### src/rtl/uart_work_rx.sv
// 8N1 UART receiver that assembles 84-byte work frames into data1/data2/data3/target.
// Optional idle timeout on a partial frame: define UART_WORK_RX_TIMEOUT_EN.
module uart_work_rx #(
  parameter int unsigned CLKS_PER_BIT = 217,
  parameter int unsigned TIMEOUT_CLKS = 2500000
) (
  input  logic         hash_clk,
  input  logic         reset,
  input  logic         rxd,
  output logic [255:0] data1,
  output logic [255:0] data2,
  output logic [127:0] data3,
  output logic [31:0]  target,
  output logic         loadnonce,
  output logic         rx_busy,
  output logic         frame_err
);

  if (CLKS_PER_BIT < 4 || CLKS_PER_BIT > 65535 || TIMEOUT_CLKS == 0) begin : g_param_chk
    $error("uart_work_rx: illegal parameter value");
  end

  localparam logic [15:0] FULL = 16'(CLKS_PER_BIT);
  localparam logic [15:0] HALF = 16'(CLKS_PER_BIT / 2);

  typedef enum logic [1:0] {IDLE, START, DATA, STOP} state_t;

  state_t         state_q, state_d;
  logic           rxd_meta_q, rxd_q;
  logic [15:0]    cnt_q, cnt_d;
  logic [2:0]     bit_q, bit_d;
  logic [7:0]     shreg_q, shreg_d;
  logic [6:0]     byte_cnt_q, byte_cnt_d;
  // Holds the first 83 bytes; the 84th comes straight from the shifter.
  logic [663:0]   frame_q, frame_d;
  logic [671:0]   out_q, out_d;
  logic           loadnonce_q, loadnonce_d;
  logic           frame_err_q, frame_err_d;
  logic           tick;
  logic           timeout;

  assign tick = (cnt_q == 16'd1);

`ifdef UART_WORK_RX_TIMEOUT_EN
  logic [31:0] to_q, to_d;
  logic        to_arm;
  assign to_arm  = (byte_cnt_q != 7'd0) && (state_q == IDLE);
  assign timeout = to_arm && (to_q == 32'(TIMEOUT_CLKS - 1));
  always_comb to_d = to_arm ? to_q + 32'd1 : 32'd0;
  always_ff @(posedge hash_clk) begin
    if (reset) to_q <= 32'd0;
    else       to_q <= to_d;
  end
`else
  assign timeout = 1'b0;
`endif

  always_comb begin
    state_d     = state_q;
    cnt_d       = cnt_q;
    bit_d       = bit_q;
    shreg_d     = shreg_q;
    byte_cnt_d  = byte_cnt_q;
    frame_d     = frame_q;
    out_d       = out_q;
    loadnonce_d = 1'b0;
    frame_err_d = 1'b0;
    case (state_q)
      IDLE: begin
        if (!rxd_q) begin
          state_d = START;
          cnt_d   = HALF;
        end
      end
      START: begin
        if (!tick) cnt_d = cnt_q - 16'd1;
        else if (!rxd_q) begin
          state_d = DATA;
          cnt_d   = FULL;
          bit_d   = 3'd0;
        end else begin
          state_d = IDLE;
          cnt_d   = 16'd0;
        end
      end
      DATA: begin
        if (!tick) cnt_d = cnt_q - 16'd1;
        else begin
          shreg_d = {rxd_q, shreg_q[7:1]};
          cnt_d   = FULL;
          bit_d   = bit_q + 3'd1;
          if (bit_q == 3'd7) state_d = STOP;
        end
      end
      STOP: begin
        if (!tick) cnt_d = cnt_q - 16'd1;
        else begin
          state_d = IDLE;
          cnt_d   = 16'd0;
          if (rxd_q) begin
            frame_d = {frame_q[655:0], shreg_q};
            if (byte_cnt_q == 7'd83) begin
              out_d       = {frame_q, shreg_q};
              byte_cnt_d  = 7'd0;
              loadnonce_d = 1'b1;
            end else begin
              byte_cnt_d = byte_cnt_q + 7'd1;
            end
          end else begin
            byte_cnt_d  = 7'd0;
            frame_err_d = 1'b1;
          end
        end
      end
      default: state_d = IDLE;
    endcase
    // Timeout only arms in IDLE, so it cannot coincide with a byte acceptance.
    if (timeout) begin
      byte_cnt_d  = 7'd0;
      frame_err_d = 1'b1;
    end
  end

  always_ff @(posedge hash_clk) begin
    if (reset) begin
      state_q     <= IDLE;
      rxd_meta_q  <= 1'b1;
      rxd_q       <= 1'b1;
      cnt_q       <= 16'd0;
      bit_q       <= 3'd0;
      shreg_q     <= 8'd0;
      byte_cnt_q  <= 7'd0;
      frame_q     <= '0;
      out_q       <= {640'd0, 32'h0000_07ff};
      loadnonce_q <= 1'b0;
      frame_err_q <= 1'b0;
    end else begin
      state_q     <= state_d;
      rxd_meta_q  <= rxd;
      rxd_q       <= rxd_meta_q;
      cnt_q       <= cnt_d;
      bit_q       <= bit_d;
      shreg_q     <= shreg_d;
      byte_cnt_q  <= byte_cnt_d;
      frame_q     <= frame_d;
      out_q       <= out_d;
      loadnonce_q <= loadnonce_d;
      frame_err_q <= frame_err_d;
    end
  end

  assign data1     = out_q[671:416];
  assign data2     = out_q[415:160];
  assign data3     = out_q[159:32];
  assign target    = out_q[31:0];
  assign loadnonce = loadnonce_q;
  assign frame_err = frame_err_q;
  assign rx_busy   = (byte_cnt_q != 7'd0);

endmodule

### config.mk
export PLATFORM = sky130hd
export DESIGN_NAME = uart_work_rx
export DESIGN_NICKNAME = d
export VERILOG_FILES = /design/src/rtl/uart_work_rx.sv
export SDC_FILE = /design/constraint.sdc
export NUM_CORES = 2
export LEC_CHECK = 0
export BUFFER_PORTS_ARGS = -buffer_cell sky130_fd_sc_hd__buf_2
export CAP_MARGIN = 20
export CELL_PAD_IN_SITES_DETAIL_PLACEMENT = 1
export CELL_PAD_IN_SITES_GLOBAL_PLACEMENT = 2
export CORE_AREA = 5 5 387 389
export DETAILED_ROUTE_END_ITERATION = 16
export DIE_AREA = 0 0 392 394
export MAX_ROUTING_LAYER = met4
export PLACE_DENSITY_LB_ADDON = 0.1
export SKIP_CTS_REPAIR_TIMING = 1
export SYNTH_ARGS = -nofsm -noshare
export SYNTH_HDL_FRONTEND = slang
export SYNTH_SLANG_ARGS = --single-unit
### constraint.sdc
create_clock -name hash_clk -period 6.76 [get_ports hash_clk]
set_input_delay 1.014 -clock hash_clk [delete_from_list [all_inputs] [get_ports hash_clk]]
set_output_delay 1.014 -clock hash_clk [all_outputs]
set_load 0.01 [all_outputs]
==> impl_results.md <==
- Max VDD drop: 169 uV
- Post-DP HPWL: between 100000 and 150000 um
- Unrepaired setup endpoints after global routing: no
- Gate Count Post-Synth: 6198
- First-pass GRT wire length: 274000 um
- Main flop type after synthesis: dfxtp_1
- Finished Core Util: between 40 and 50%
- Die Area: 154000 sq um
- Worst slew pin tran: 1.13 ns
- Clk pin slew, worst setup/hold paths: 0.06 ns
- CTS buffer count: 155
- Post-Layout Cell Count: ~8.5k
- Synth-to-Final Area Change: 16.0%
- Post-synth cell types: between 40 and 50
- Routed vias: 44.9k
- Required time at the worst-slack endpoint: 7.43 ns
- Clk pwr share: roughly half
- Int Pwr: between 10 and 15 mW
- Final instance area: 65600 sq um
- Final nets: 6482
- Max-slew violation count: 0
- Worst r2r src: cnt_q[1]
- FP Rows: 141
- Hold slack: 0.428 ns
- Async SR Flop Fraction: 0%
- Tot Pwr: 17.4 mW
- Sw Ratio: 22.7%
- Met3 routed WL: between 8000 and 9000 um
- Reg2reg path depth: 8
- Status: complete, no violations
- Final worst slack: between 2 and 3 ns
- Setup Viol. Count Final: 0
- Core Area: 146000 sq um
- Crit Path Class: flop to flop
- Comb pwr share: around 3.7%
- Htree depth: 4
- Critical Path Source Type: flop
- CTS Root Buffer Type: clkbuf_16
- Clk Latency, worst-skew pair: 0.78 ns
- Largest net degree at the start of global routing: 239
- CTS tree: yes
- Pre-CTS WS: roughly 2.7 ns
- Die Y: approximately 390 um
- DR WL/cell: ~21 um
- Top Ports: 678
- GPL Wtd Cong: 0.788
- Via-to-Cell Ratio: ~5.3
- Hold Path Stages: 2
- Syn Nets: approximately 6.2k
- Initial antenna violation count: 1
- Crit path capture type: flop
- Layout cells sized above 1: 15.0%
- Number of flops mapped to enable cells by yosys: 0
- Hold_sp: rxd
- Switching pwr: around 4.0 mW
- Cell Area, Synth: 56500 sq um
- Worst setup startpoint: cnt_q[1]
- Worst Hold Class: input port to flop
- Placed insts: approximately 8.2k
- Relative slew slack: 24.6%
- Top layer in use: met4
- Starting density of the core: 38.6%
- Met2 WL post-DR: 83200 um
- Hold path endpoint: rxd_meta_q
- CTS Sinks: between 1k and 1.5k
- Wl on met1: 83800 um
- Port-buffer cells: 677
- Arr. time, crit path: 4.68 ns
- Most common cell after layout, fill and taps aside: dfxtp_1
- Yosys warnings: 0
- Die X: 392 um
- Leak: 22.0 nW
- Antenna viol nets, final: 0
- Number of global-route vias before repair: 45.0k
- DR DRC count: 0
- Worst-path fanout max: 110
- Final hold violations: 0
- Maxcap violations: 0
- P per Cell Area: 265 nW/um^2
- Setup TNS: 0 ns
- Global route overflow: 0
- Final period util: about three fifths
- Syn Area/Cell: 9.12 sq um
- Seq/Total Area, Yosys: about half
- R2r endpoint: out_q[28]
- Final period demand of the worst path: approximately 4.0 ns
- Worst R2R Setup Slack: approximately 2.8 ns
- Clock buffer depth: 3
- Detailed Route Iter0 Violations: 2972
- DR pass1 iterations: 7
- Placed Area: 60300 sq um
- Sequential power share: between 40% and 50%
- Flops & latches, synth: 1376
- Fmax: 250 MHz
- Final Skew: 0.0274 ns
- Commonest non-fill, non-tap cells in the layout: dfxtp_1 (1376), nand2b_1 (1327), nand3_1 (683), a21oi_1 (682), o21ai_0 (681)
- GRT Overall Usage: 22.7%
- Post-Route WL: 178000 um
## layer usage
metal  up-vias  global-route usage [%]
li1      21700                       -
met1     22200                    30.1
met4         0                    5.17
met3       177                    4.53
met5         -                       -
met2       716                    35.7
## synth_stat cells (5+ instances only)
cell	instances	area share [%]
dfxtp_1	1376	49
clkbuf_1	533	3.5
buf_4	60	0.80
nand3_1	683	6.0
or2_2	7	0.077
nand2_1	7	0.047
a21oi_1	682	6.0
nor2_1	35	0.23
or3_1	13	0.14
nor3_1	8	0.071
nand2b_1	1327	15
nand4_1	5	0.055
buf_12	7	0.25
o21ai_0	681	6.0
inv_1	13	0.086
mux2i_1	674	12
a311oi_1	5	0.077
buf_2	7	0.062
ha_1	6	0.13
a31oi_1	10	0.11
or4_1	10	0.13
nor4_1	6	0.066
## kinds of logic after synthesis
group,count (synthesis),synth area share (%)
buffers and inverters,627,4.83
AND/OR/NAND/NOR,2116,21.8
AO/OA/AOI/OAI,1399,12.6
adder cells (fa/ha/maj),6,0.133
flip-flops,1376,48.7
multiplexers,674,11.9
## area by class of cell
cell class,count,area [sq um]
inverter,13,48.8
multi-input combinational,4195,26300
tap,1930,2410
clock buffer,236,4740
fill,16800,80900
clock inverter,42,459
timing repair buffer,732,4090
antenna,1,2.50
sequential,1376,27500
## sequential cells by signal (all words and copies together), names as in the netlist, named ones only
signal	count
cnt_q	16
frame_err	1
bit_q	3
rxd_q	1
out_q	672
loadnonce	1
rxd_meta_q	1
shreg_q	8
byte_cnt_q	7
state_q	1
frame_q	664
## critical path, stage by stage, from the launching register on
cell and delay, ns:
dfxtp_1 0.34, inv_1 0.11, ha_1 0.14, or4b_1 0.55, or3_4 0.64, nor3_2 0.36, buf_12 0.58, buf_12 0.58
mux2i_1 0.28
## power by group through the flow
stage                     Sequential, mW  Clock (mW)  Combinational [mW]
after floorplan                     8.31           0               0.488
after global placement              8.32           0               0.642
after detailed placement            8.32           0               0.646
after CTS                           8.14        8.85               0.647
after global routing                8.14        9.16               0.702
final                               8.14        8.61               0.651
## worst max-delay path by stage
stage	end	slack, ns	cells past startpoint
final	out_q[28]	2.76	8
after global routing	frame_q[76]	2.56	6
after CTS	out_q[348]	2.71	8
after detailed placement	out_q[537]	2.74	8
after global placement	out_q[483]	2.82	8
after floorplan	out_q[661]	4.15	12
Note: power is estimated with default switching activity, not from simulation.
